## src/rtl/fba_pkg.sv

```systemverilog
// Shared types and default widths for the frame buffer arbiter.
package fba_pkg;

  localparam int FBA_ADDR_W = 16;
  localparam int FBA_DATA_W = 16;

  typedef enum logic [1:0] {
    IDLE    = 2'd0,
    CAPTURE = 2'd1,
    FROZEN  = 2'd2
  } cap_state_t;

endpackage

```

## src/rtl/fba_wr_fifo.sv

```systemverilog
// Small synchronous FIFO holding {addr,data} capture pixels; a push while full
// is accepted when a pop happens in the same cycle.
module fba_wr_fifo #(
  parameter int WIDTH = 32,
  parameter int DEPTH = 4
) (
  input  logic             clk,
  input  logic             rst_n,
  input  logic             push,
  input  logic             pop,
  input  logic [WIDTH-1:0] din,
  output logic [WIDTH-1:0] dout,
  output logic             full,
  output logic             empty
);

  localparam int PTR_W = $clog2(DEPTH);

  logic [WIDTH-1:0] mem_q [DEPTH];
  logic [PTR_W-1:0] wr_ptr_reg;
  logic [PTR_W-1:0] rd_ptr_reg;
  logic [PTR_W:0]   count_reg;
  logic             push_en;
  logic             pop_en;

  // DEPTH is a power of two, so the count MSB alone marks full.
  assign empty   = (count_reg == '0);
  assign full    = count_reg[PTR_W];
  assign pop_en  = pop && !empty;
  assign push_en = push && (!full || pop_en);
  assign dout    = mem_q[rd_ptr_reg];

  always_ff @(posedge clk) begin
    if (push_en) mem_q[wr_ptr_reg] <= din;
  end

  always_ff @(posedge clk or negedge rst_n) begin
    if (!rst_n) begin
      wr_ptr_reg <= '0;
      rd_ptr_reg <= '0;
      count_reg  <= '0;
    end else begin
      if (push_en) wr_ptr_reg <= wr_ptr_reg + 1'b1;
      if (pop_en)  rd_ptr_reg <= rd_ptr_reg + 1'b1;
      case ({push_en, pop_en})
        2'b10:   count_reg <= count_reg + 1'b1;
        2'b01:   count_reg <= count_reg - 1'b1;
        default: count_reg <= count_reg;
      endcase
    end
  end

endmodule

```

## src/rtl/frame_buffer_arbiter.sv

```systemverilog
// Shares one single-port frame memory between camera capture writes and VGA
// reads; define FBA_STATS_EN to add drop_cnt/frame_cnt statistics outputs.
module frame_buffer_arbiter
  import fba_pkg::*;
#(
  parameter int ADDR_W       = FBA_ADDR_W,
  parameter int DATA_W       = FBA_DATA_W,
  parameter int FIFO_DEPTH   = 4,
  parameter int RD_BURST_MAX = 8
) (
  input  logic              clk,
  input  logic              rst_n,
  input  logic              freeze,
  input  logic              wr_sof,
  input  logic              wr_valid,
  input  logic [ADDR_W-1:0] wr_addr,
  input  logic [DATA_W-1:0] wr_data,
  input  logic              rd_req,
  input  logic [ADDR_W-1:0] rd_addr,
  output logic              rd_gnt,
  output logic              rd_valid,
  output logic [DATA_W-1:0] rd_data,
  output logic              mem_en,
  output logic              mem_we,
  output logic [ADDR_W-1:0] mem_addr,
  output logic [DATA_W-1:0] mem_wdata,
  input  logic [DATA_W-1:0] mem_rdata,
  output logic              frozen,
  output logic              overflow
`ifdef FBA_STATS_EN
  ,
  output logic [15:0]       drop_cnt,
  output logic [15:0]       frame_cnt
`endif
);

  localparam int BW = $clog2(RD_BURST_MAX + 1);
  localparam logic [BW-1:0] BURST_LIMIT = BW'(RD_BURST_MAX);

  cap_state_t               state_reg;
  logic                     frozen_reg;
  logic                     overflow_reg;
  logic [BW-1:0]            burst_reg;
  logic                     rd_pend_reg;
  logic                     rd_valid_reg;
  logic [DATA_W-1:0]        rd_data_reg;
  logic                     fifo_full;
  logic                     fifo_empty;
  logic                     fifo_push;
  logic                     fifo_pop;
  logic                     write_turn;
  logic                     capturing;
  logic                     wr_drop;
  logic [ADDR_W+DATA_W-1:0] fifo_dout;

  fba_wr_fifo #(
    .WIDTH(ADDR_W + DATA_W),
    .DEPTH(FIFO_DEPTH)
  ) u_wr_fifo (
    .clk  (clk),
    .rst_n(rst_n),
    .push (fifo_push),
    .pop  (fifo_pop),
    .din  ({wr_addr, wr_data}),
    .dout (fifo_dout),
    .full (fifo_full),
    .empty(fifo_empty)
  );

  // Reads win except when the burst budget is spent with pixels waiting.
  assign write_turn = !fifo_empty && (burst_reg == BURST_LIMIT);
  assign rd_gnt     = rst_n && rd_req && !write_turn;
  assign fifo_pop   = rst_n && !fifo_empty && !rd_gnt;
  assign capturing  = (state_reg == CAPTURE);
  assign fifo_push  = capturing && wr_valid && (!fifo_full || fifo_pop);
  assign wr_drop    = capturing && wr_valid && fifo_full && !fifo_pop;

  assign mem_en    = rd_gnt || fifo_pop;
  assign mem_we    = fifo_pop;
  assign mem_addr  = rd_gnt ? rd_addr : fifo_dout[ADDR_W+DATA_W-1:DATA_W];
  assign mem_wdata = fifo_dout[DATA_W-1:0];

  assign rd_valid = rd_valid_reg;
  assign rd_data  = rd_data_reg;
  assign frozen   = frozen_reg;
  assign overflow = overflow_reg;

  always_ff @(posedge clk or negedge rst_n) begin
    if (!rst_n) begin
      state_reg  <= IDLE;
      frozen_reg <= 1'b0;
    end else if (wr_sof) begin
      case (state_reg)
        IDLE: begin
          state_reg  <= freeze ? FROZEN : CAPTURE;
          frozen_reg <= freeze;
        end
        CAPTURE: begin
          if (freeze) begin
            state_reg  <= FROZEN;
            frozen_reg <= 1'b1;
          end
        end
        FROZEN: begin
          if (!freeze) begin
            state_reg  <= CAPTURE;
            frozen_reg <= 1'b0;
          end
        end
        default: begin
          state_reg  <= IDLE;
          frozen_reg <= 1'b0;
        end
      endcase
    end
  end

  always_ff @(posedge clk or negedge rst_n) begin
    if (!rst_n) begin
      burst_reg    <= '0;
      rd_pend_reg  <= 1'b0;
      rd_valid_reg <= 1'b0;
      rd_data_reg  <= '0;
      overflow_reg <= 1'b0;
    end else begin
      if (rd_gnt && !fifo_empty)      burst_reg <= burst_reg + 1'b1;
      else if (fifo_pop || fifo_empty) burst_reg <= '0;
      // Memory answers one cycle after the grant; register it once more.
      rd_pend_reg  <= rd_gnt;
      rd_valid_reg <= rd_pend_reg;
      if (rd_pend_reg) rd_data_reg <= mem_rdata;
      if (wr_drop) overflow_reg <= 1'b1;
    end
  end

`ifdef FBA_STATS_EN
  logic [15:0] drop_cnt_reg;
  logic [15:0] frame_cnt_reg;

  always_ff @(posedge clk or negedge rst_n) begin
    if (!rst_n) begin
      drop_cnt_reg  <= '0;
      frame_cnt_reg <= '0;
    end else begin
      if (wr_drop && (drop_cnt_reg != 16'hFFFF)) drop_cnt_reg <= drop_cnt_reg + 1'b1;
      if (wr_sof && !freeze) frame_cnt_reg <= frame_cnt_reg + 1'b1;
    end
  end

  assign drop_cnt  = drop_cnt_reg;
  assign frame_cnt = frame_cnt_reg;
`endif

endmodule
```

## config.mk

```make
export PLATFORM = sky130hd
export DESIGN_NAME = frame_buffer_arbiter
export DESIGN_NICKNAME = d
export VERILOG_FILES = /design/src/rtl/fba_pkg.sv /design/src/rtl/fba_wr_fifo.sv /design/src/rtl/frame_buffer_arbiter.sv
export SDC_FILE = /design/constraint.sdc
export NUM_CORES = 1
export LEC_CHECK = 0
export CORE_ASPECT_RATIO = 0.7
export CORE_MARGIN = 1.5
export CORE_UTILIZATION = 30
export CTS_BUF_LIST = sky130_fd_sc_hd__clkbuf_8
export DETAILED_ROUTE_END_ITERATION = 8
export HOLD_SLACK_MARGIN = 0.12
export MAX_ROUTING_LAYER = met4
export SLEW_MARGIN = 20
export SYNTH_ARGS = -nofsm -noshare
export SYNTH_HDL_FRONTEND = slang
export SYNTH_SLANG_ARGS = --single-unit
```

## constraint.sdc

```tcl
create_clock -name clk -period 5.4 [get_ports clk]
set_input_delay 1.08 -clock clk [delete_from_list [all_inputs] [get_ports clk]]
set_output_delay 1.08 -clock clk [all_outputs]
set_load 0.01 [all_outputs]
```

# After elaboration in Yosys (flattened, before gate mapping)
# Memory sizes are Yosys's and may differ from the RTL's.
# Cells that the tools add are included.
# totals
reg_bits	33
ramBits	128
input_bits	70
output_inout_bits	54
word_cells	62
mem_count	1
# op_classes
n_addsub	5
eq_ne	7
mux	13
reduce_logical	26
# memory_table
memory	depth	word_bits	read_ports	rd_clocked_by_memory_dff	write_ports	line_no	text
u_wr_fifo.mem_q	4	32	1	0	1	fba_wr_fifo.sv:19	logic [WIDTH-1:0] mem_q [DEPTH];
# op_table
operator	count
16-bit two-way mux	1
1-bit logical AND	12
4-bit two-way mux	2
2-bit two-way mux	3
2-bit one-hot mux with 3 select lines	1
3-bit one-hot mux with 2 select lines	1
1-bit logical NOT	5
2-bit by 1-bit adder with 2-bit output (second input constant)	2
4-bit by 1-bit adder with 4-bit output (second input constant)	1
2-bit by 1-bit equality test with 1-bit output (second input constant)	2
2-bit equality test (second input constant)	2
4-bit equality test (second input constant)	1
1-bit logical OR	4
1-bit two-way mux	4
2-bit inequality test (second input constant)	2
2-bit nonzero test	2
3-bit by 1-bit adder with 3-bit output (second input constant)	1
3-bit logical NOT	1
1-bit one-hot mux with 3 select lines	1
3-bit AND reduction	1
3-bit by 1-bit subtractor with 3-bit output (second input constant)	1
2-bit logical NOT	1

# Longest topological paths before layout
# Gate-level depths: netlist of the first run.
# depth
depth_word	12
ltp_mapped	11
depth_no_buf	11

# Hierarchy
# Synthesis of the first run repeated with hierarchy kept, for this count alone.
# unflattened
hier_cells	308
hier_area_um2	6383.6
# modules_own_cells
mod	n_inst	cells_per_inst	area_per_inst_um2	seq_area_each_um2
fba_wr_fifo	1	205	5081.1	4018.9
frame_buffer_arbiter	1	103	1302.5	650.6

# Least setup slack after synthesis of the first run
# No wires, ideal clock.
# synth_path
path_type	input port to output port
start	in rd_req
end	out mem_addr[10]
arrival_time_ps	1936
required_time_ps	4320
path_slack_ps	2384
cell_stages	5
n_path_buf	2
cell_sequence	nand2_1 o21ba_1 buf_6 buf_12 mux2_4
# synth_between
elab_chain_cells	3
# synth_lines
item	line_no	text
start: declaration	frame_buffer_arbiter.sv:18	input logic rd_req,
1-bit logical AND (2 in a row)	frame_buffer_arbiter.sv:72	assign rd_gnt = rst_n && rd_req && !write_turn;
net rd_gnt	frame_buffer_arbiter.sv:20	output logic rd_gnt,
16-bit two-way mux	frame_buffer_arbiter.sv:80	assign mem_addr = rd_gnt ? rd_addr : fifo_dout[ADDR_W+DATA_W-1:DATA_W];
end: declaration	frame_buffer_arbiter.sv:25	output logic [ADDR_W-1:0] mem_addr,
# The timed path passes the listed nets, and every way through them passes these cells.

# Worst setup path in the final report of the first run
# layout_path
start	in rd_req
end	out mem_addr[3]
# layout_between
elab_chain_cells	3
# layout_lines
item	line_no
1-bit logical AND (2 in a row)	frame_buffer_arbiter.sv:72
16-bit two-way mux	frame_buffer_arbiter.sv:80
# Every way passes these cells.

==> metrics.cfg, run 1 <==
[route]
routed_wl_mm = 12.4
antenna_left = 0
drc = 0
vias = 3261
initialDrtViolationCount = 239
avgViaCountPerCell = 4.45
wl_per_cell_um = 16.9
drtPass1Iterations = 4

[final_layout]
layout_common_cells = edfxtp_1, clkdlybuf4s50_1, mux4_2
final_common_cell = edfxtp_1
seq_area_sq_mm = 0.00467
largest_reg_flops = 128
syn_to_final_growth_pct = 28.9
drive_gt1_share_pct = 24.1
fin_area_sq_mm = 0.00829
fin_nets = 522
multi_input_area_sq_mm = 0.00160
n_antenna_cell = 0
n_fill_cell = 1871

[synthesis]
synth_top_area_share_pct = 59.8
synth_area_leaders = edfxtp_1, dfrtp_1, mux4_2
syn-num-nets = 390
ys_seq_area_share_pct = 72.6
yosysTopAreaCell = edfxtp_1
avgSynthCellArea_sq_um = 20.6
syn_area_sq_mm = 0.00643
synthCells = 312
async_reset_ff_share_pct = 20.5
synth-edff-count = 128
ys_types = 35
synth_seq_cells = 161
synth_warnings = 0
synthFlopType = edfxtp_1

[pwr]
intPower_uw = 2450
p_per_area_mw_per_mm2 = 413
p_switching_uw = 975
power.share.sequential_pct = 47.0
swShare_pct = 28.5
power_uw = 3420
clkPwrFrac_pct = 24.1
irDropWorstVdd_mv = 0.161
p_leak_uw = 0.00284
comb_power_share_pct = 28.9

[worst_setup_path]
startpoint_type = primary input
r2r_slack_ps = 2760
rr_startpoint = burst_reg[0]
path_class = primary input to primary output
critPathRequiredTime_ps = 4320
critPathMaxFanout = 18
path_buf_inv = 3
cpMaxStageDelayCell = clkdlybuf4s50_1
cp-end-kind = primary output
r2r_cells = 5
r2r-end = u_wr_fifo.mem_q[3][15]
worstPathCellList = clkdlybuf4s50_1, nand2_1, o21ba_1, buf_4, mux2_2, clkdlybuf4s50_1
worst_ep_arrival_time_ps = 3410
slowest_delay_ps = 770
cp_common_cell = clkdlybuf4s50_1
critical-path-top-delay-family = buffers and inverters

[hold_path]
holdPathEnd = frozen
hold_depth = 1
hold_start = state_reg[1]
min_path_type = register to register

[floorplan]
die_x_um = 178
core_sq_mm = 0.0209
die-height_um = 125
rows = 44
die_area_sq_mm = 0.0223
io_pins = 124
initial_core_util_pct = 30.8

[clock_tree]
cts_tree = done
post_cts_buffers = 0
cts_hold_buf = 0
clkTransAtPathRegs_ps = 90
cts_htree_levels = 4
clk_latency_ps = 450
clock_sinks = 161
cts_resized = 0
clockBufferDepth = 2
cts_made_buffers = 17
root_buffer = clkbuf_8

[sta]
timing.setup.tns_ps = 0
period_share_pct = 83.2
finalHoldViolCount = 0
rsz0062_at_grt = no
max_freq_mhz = 223
fin_crit_ps = 4490
worst-slew-pin-transition_ps = 967
setup_violations = 0
finClkSkew_ps = 10.6
maxSlewHeadroom_pct = 35.6
whs_ps = 500
slew_violations = 0

[global_route]
grt_pass1_wl_mm = 19.2
grt-ovfl-total = 0
antenna_found_initial = 0
grt.total_usage_pct = 12.0
grt_max_degree = 39
grt_pass1_vias = 3472

[job]
timing.max_cap.violations = 0

[place]
port_buffers = 123
dpl_cell_area_sq_mm = 0.00792
place_congestion = 0.698
dp_hpwl_mm = 7.68

[outcome]
status = completed

## cell usage after synthesis, types with 4 or more instances
cell	count
mux2_2	24
o21ai_0	4
a21oi_1	5
ha_1	7
nand2_1	7
and2_1	4
buf_2	4
inv_1	15
dfrtp_1	33
edfxtp_1	128
mux2_4	9
buf_6	5
mux4_2	32
## cell families (layout without fill, tap and decap cells)
| group | after synthesis | in the layout | share of synthesized area, % |
|---|---|---|---|
| fa+ha+maj | 8 | 8 | 1.67 |
| xor+xnor | 6 | 6 | 0.818 |
| compound gates | 20 | 20 | 2.39 |
| mux | 65 | 65 | 17.5 |
| simple gates | 24 | 24 | 2.39 |
| buf+inv | 28 | 173 | 2.55 |
| flops | 161 | 161 | 72.6 |
## layout make-up
class                           count  share of cell area (%)
Clock buffer                       17                    2.82
Clock inverter                     15                    1.59
Inverter                           15                   0.679
Multi-Input combinational cell    123                    19.3
Sequential cell                   161                    56.4
Tap cell                          276                    4.17
Timing Repair Buffer              126                    15.1
## power groups by stage
stage | combinational, uW | sequential (uW) | clock, uW
3_3_place_gp | 989 | 1640 | 0
5_1_grt | 1070 | 1640 | 903
2_1_floorplan | 656 | 1530 | 0
6_report | 988 | 1610 | 825
3_5_place_dp | 1000 | 1650 | 0
4_1_cts | 1010 | 1620 | 861
## per-stage QoR
stage / std cells / util (%) / worst slack (ps)
2_1_floorplan: 312 / - / 2380
3_3_place_gp: 701 / 38.0 / 998
3_5_place_dp: 701 / 38.0 / 944
4_1_cts: 733 / 39.7 / 927
5_1_grt: 733 / 39.7 / 780
6_report: 733 / 39.7 / 906
## per-layer routing
layer / global-route usage (%) / part of all wire, %
met4: 4.35 / 1.6
met3: 3.44 / 5.9
met2: 18.7 / 46
met5: - / 0
met1: 14.8 / 46
## how the worst max path moves through the flow
stage,start,endpoint,slack [ps],cells after the start
after detailed placement,rd_req,mem_addr[5],940,6
after global routing,rd_req,mem_addr[2],780,6
after floorplan,rd_req,mem_addr[10],2380,5
final,rd_req,mem_addr[3],910,6
after CTS,rd_req,mem_addr[5],930,6
after global placement,rd_req,mem_addr[5],1000,6
## worst register-to-register path, cell delays in order, from the launching register on
cell and delay [ps]:
dfrtp_1 430, inv_1 100, ha_1 240, nand3b_4 160
a311oi_4 460, and2_2 860
Power figures use the tool's default switching activity.
==> run 2, diff against run 1 <==
==> constraint.sdc (replaced) <==
create_clock -name clk -period 3.7 [get_ports clk]
set_input_delay 0.74 -clock clk [delete_from_list [all_inputs] [get_ports clk]]
set_output_delay 0.74 -clock clk [all_outputs]
set_load 0.01 [all_outputs]
==> metrics.cfg, run 2 (synthesis gave the netlist of run 1 again) <==
[floorplan]
core_sq_mm = 0.0209
io_pins = 124
die_x_um = 178
initial_core_util_pct = 30.8
rows = 44
die-height_um = 125
die_area_sq_mm = 0.0223

[place]
port_buffers = 123
dp_hpwl_mm = 8.25
pre_cts_ws_ps = 359
place_congestion = 0.679

[worst_setup_path]
critPathMaxFanout = 18
critical-path-top-delay-family = buffers and inverters
path_buf_inv = 2
r2r_cells = 6
worst_ep_arrival_time_ps = 2690
slowest_delay_ps = 780
r2r_slack_ps = 1130
cpMaxStageDelayCell = dfrtp_2
rr_startpoint = burst_reg[0]
cp-end-kind = primary output
critPathRequiredTime_ps = 2960
startpoint_type = register
r2r-end = u_wr_fifo.mem_q[2][14]
path_class = register to primary output
worstPathCellList = buf_4, mux4_2, clkdlybuf4s50_1

[sta]
max_freq_mhz = 292
timing.final.ws_setup_ps = 272
setup_violations = 0
finalHoldViolCount = 0
maxSlewHeadroom_pct = 54.4
timing.setup.tns_ps = 0
slew_violations = 0
fin_crit_ps = 3430
finClkSkew_ps = 14.2
worst-slew-pin-transition_ps = 684
period_share_pct = 92.7
rsz0062_at_grt = no

[clock_tree]
post_cts_buffers = 0
clock_sinks = 161
clockBufferDepth = 2
cts_hold_buf = 0
cts_resized = 0
cts_made_buffers = 17
root_buffer = clkbuf_8
clkTransAtPathRegs_ps = 90
cts_htree_levels = 4
clk_latency_ps = 440
cts_tree = done

[route]
drtPass1Iterations = 4
vias = 3303
wl_per_cell_um = 17.0
routed_wl_mm = 12.6
drc = 0
initialDrtViolationCount = 189
avgViaCountPerCell = 4.44
antenna_left = 0

[final_layout]
largest_reg_flops = 128
n_fill_cell = 1867
layout_common_cells = edfxtp_1, clkdlybuf4s50_1, mux4_2
drive_gt1_share_pct = 25.9
final_common_cell = edfxtp_1
fin_nets = 532
syn_to_final_growth_pct = 31.1

[global_route]
grt_max_degree = 33
grt.total_usage_pct = 12.4
grt-ovfl-total = 0
grt_pass1_vias = 3560
grt_pass1_wl_mm = 19.7
antenna_found_initial = 1

[pwr]
irDropWorstVdd_mv = 0.245
p_leak_uw = 0.00291
p_per_area_mw_per_mm2 = 611

[outcome]
status = completed

[hold_path]
min_path_type = primary input to async pin

[job]
timing.max_cap.violations = 0

run 2: worst max-delay path by stage:
stage,cells after the start,from,end,slack (ps)
after floorplan,3,rd_req,u_wr_fifo.mem_q[0][0],1180
after global placement,6,rd_req,mem_addr[5],390
after detailed placement,6,rd_req,mem_addr[2],360
after CTS,3,u_wr_fifo.rd_ptr_reg[0],mem_wdata[15],130
after global routing,3,u_wr_fifo.rd_ptr_reg[0],mem_wdata[13],20
final,3,u_wr_fifo.rd_ptr_reg[0],mem_wdata[15],270
run 2: area by class of cell:
cell class	instances	area, sq um	area share [%]
diodes	1	2.50	0.0297
clock buffers	17	234	2.78
clock inverters	15	183	2.17
inverters	15	56.3	0.668
multi-input cells	123	1600	19.0
flip-flops and latches	161	4670	55.4
well taps	276	345	4.10
repair buffers	136	1340	15.9
run 2: layer usage:
metal | part of all wire [%] | track usage, % | up-vias
li1 | - | - | 1521
met1 | 45 | 15.1 | 1686
met2 | 49 | 19.9 | 88
met3 | 5.4 | 3.32 | 8
met4 | 1.0 | 4.15 | 0
met5 | 0 | - | -
run 2: power by group:
part           total [uW]  switching [uW]  internal (uW)
clock network        1330             654            677
logic                1520             578            945
registers            2290             189           2100
run 2: metrics by stage:
| step | util, % | hold WS, ps | cells | power, uW | area [sq um] |
|---|---|---|---|---|---|
| final | 40.4 | 276 | 744 | 5150 | 8430 |
| after global routing | 40.4 | 246 | 744 | 5440 | 8430 |
| after CTS | 40.4 | 239 | 743 | 5240 | 8430 |
| after detailed placement | 38.4 | 463 | 711 | 3900 | 8010 |
| after global placement | 38.4 | 458 | 711 | 3860 | 8010 |
| after floorplan | - | 352 | 312 | 3190 | 6430 |
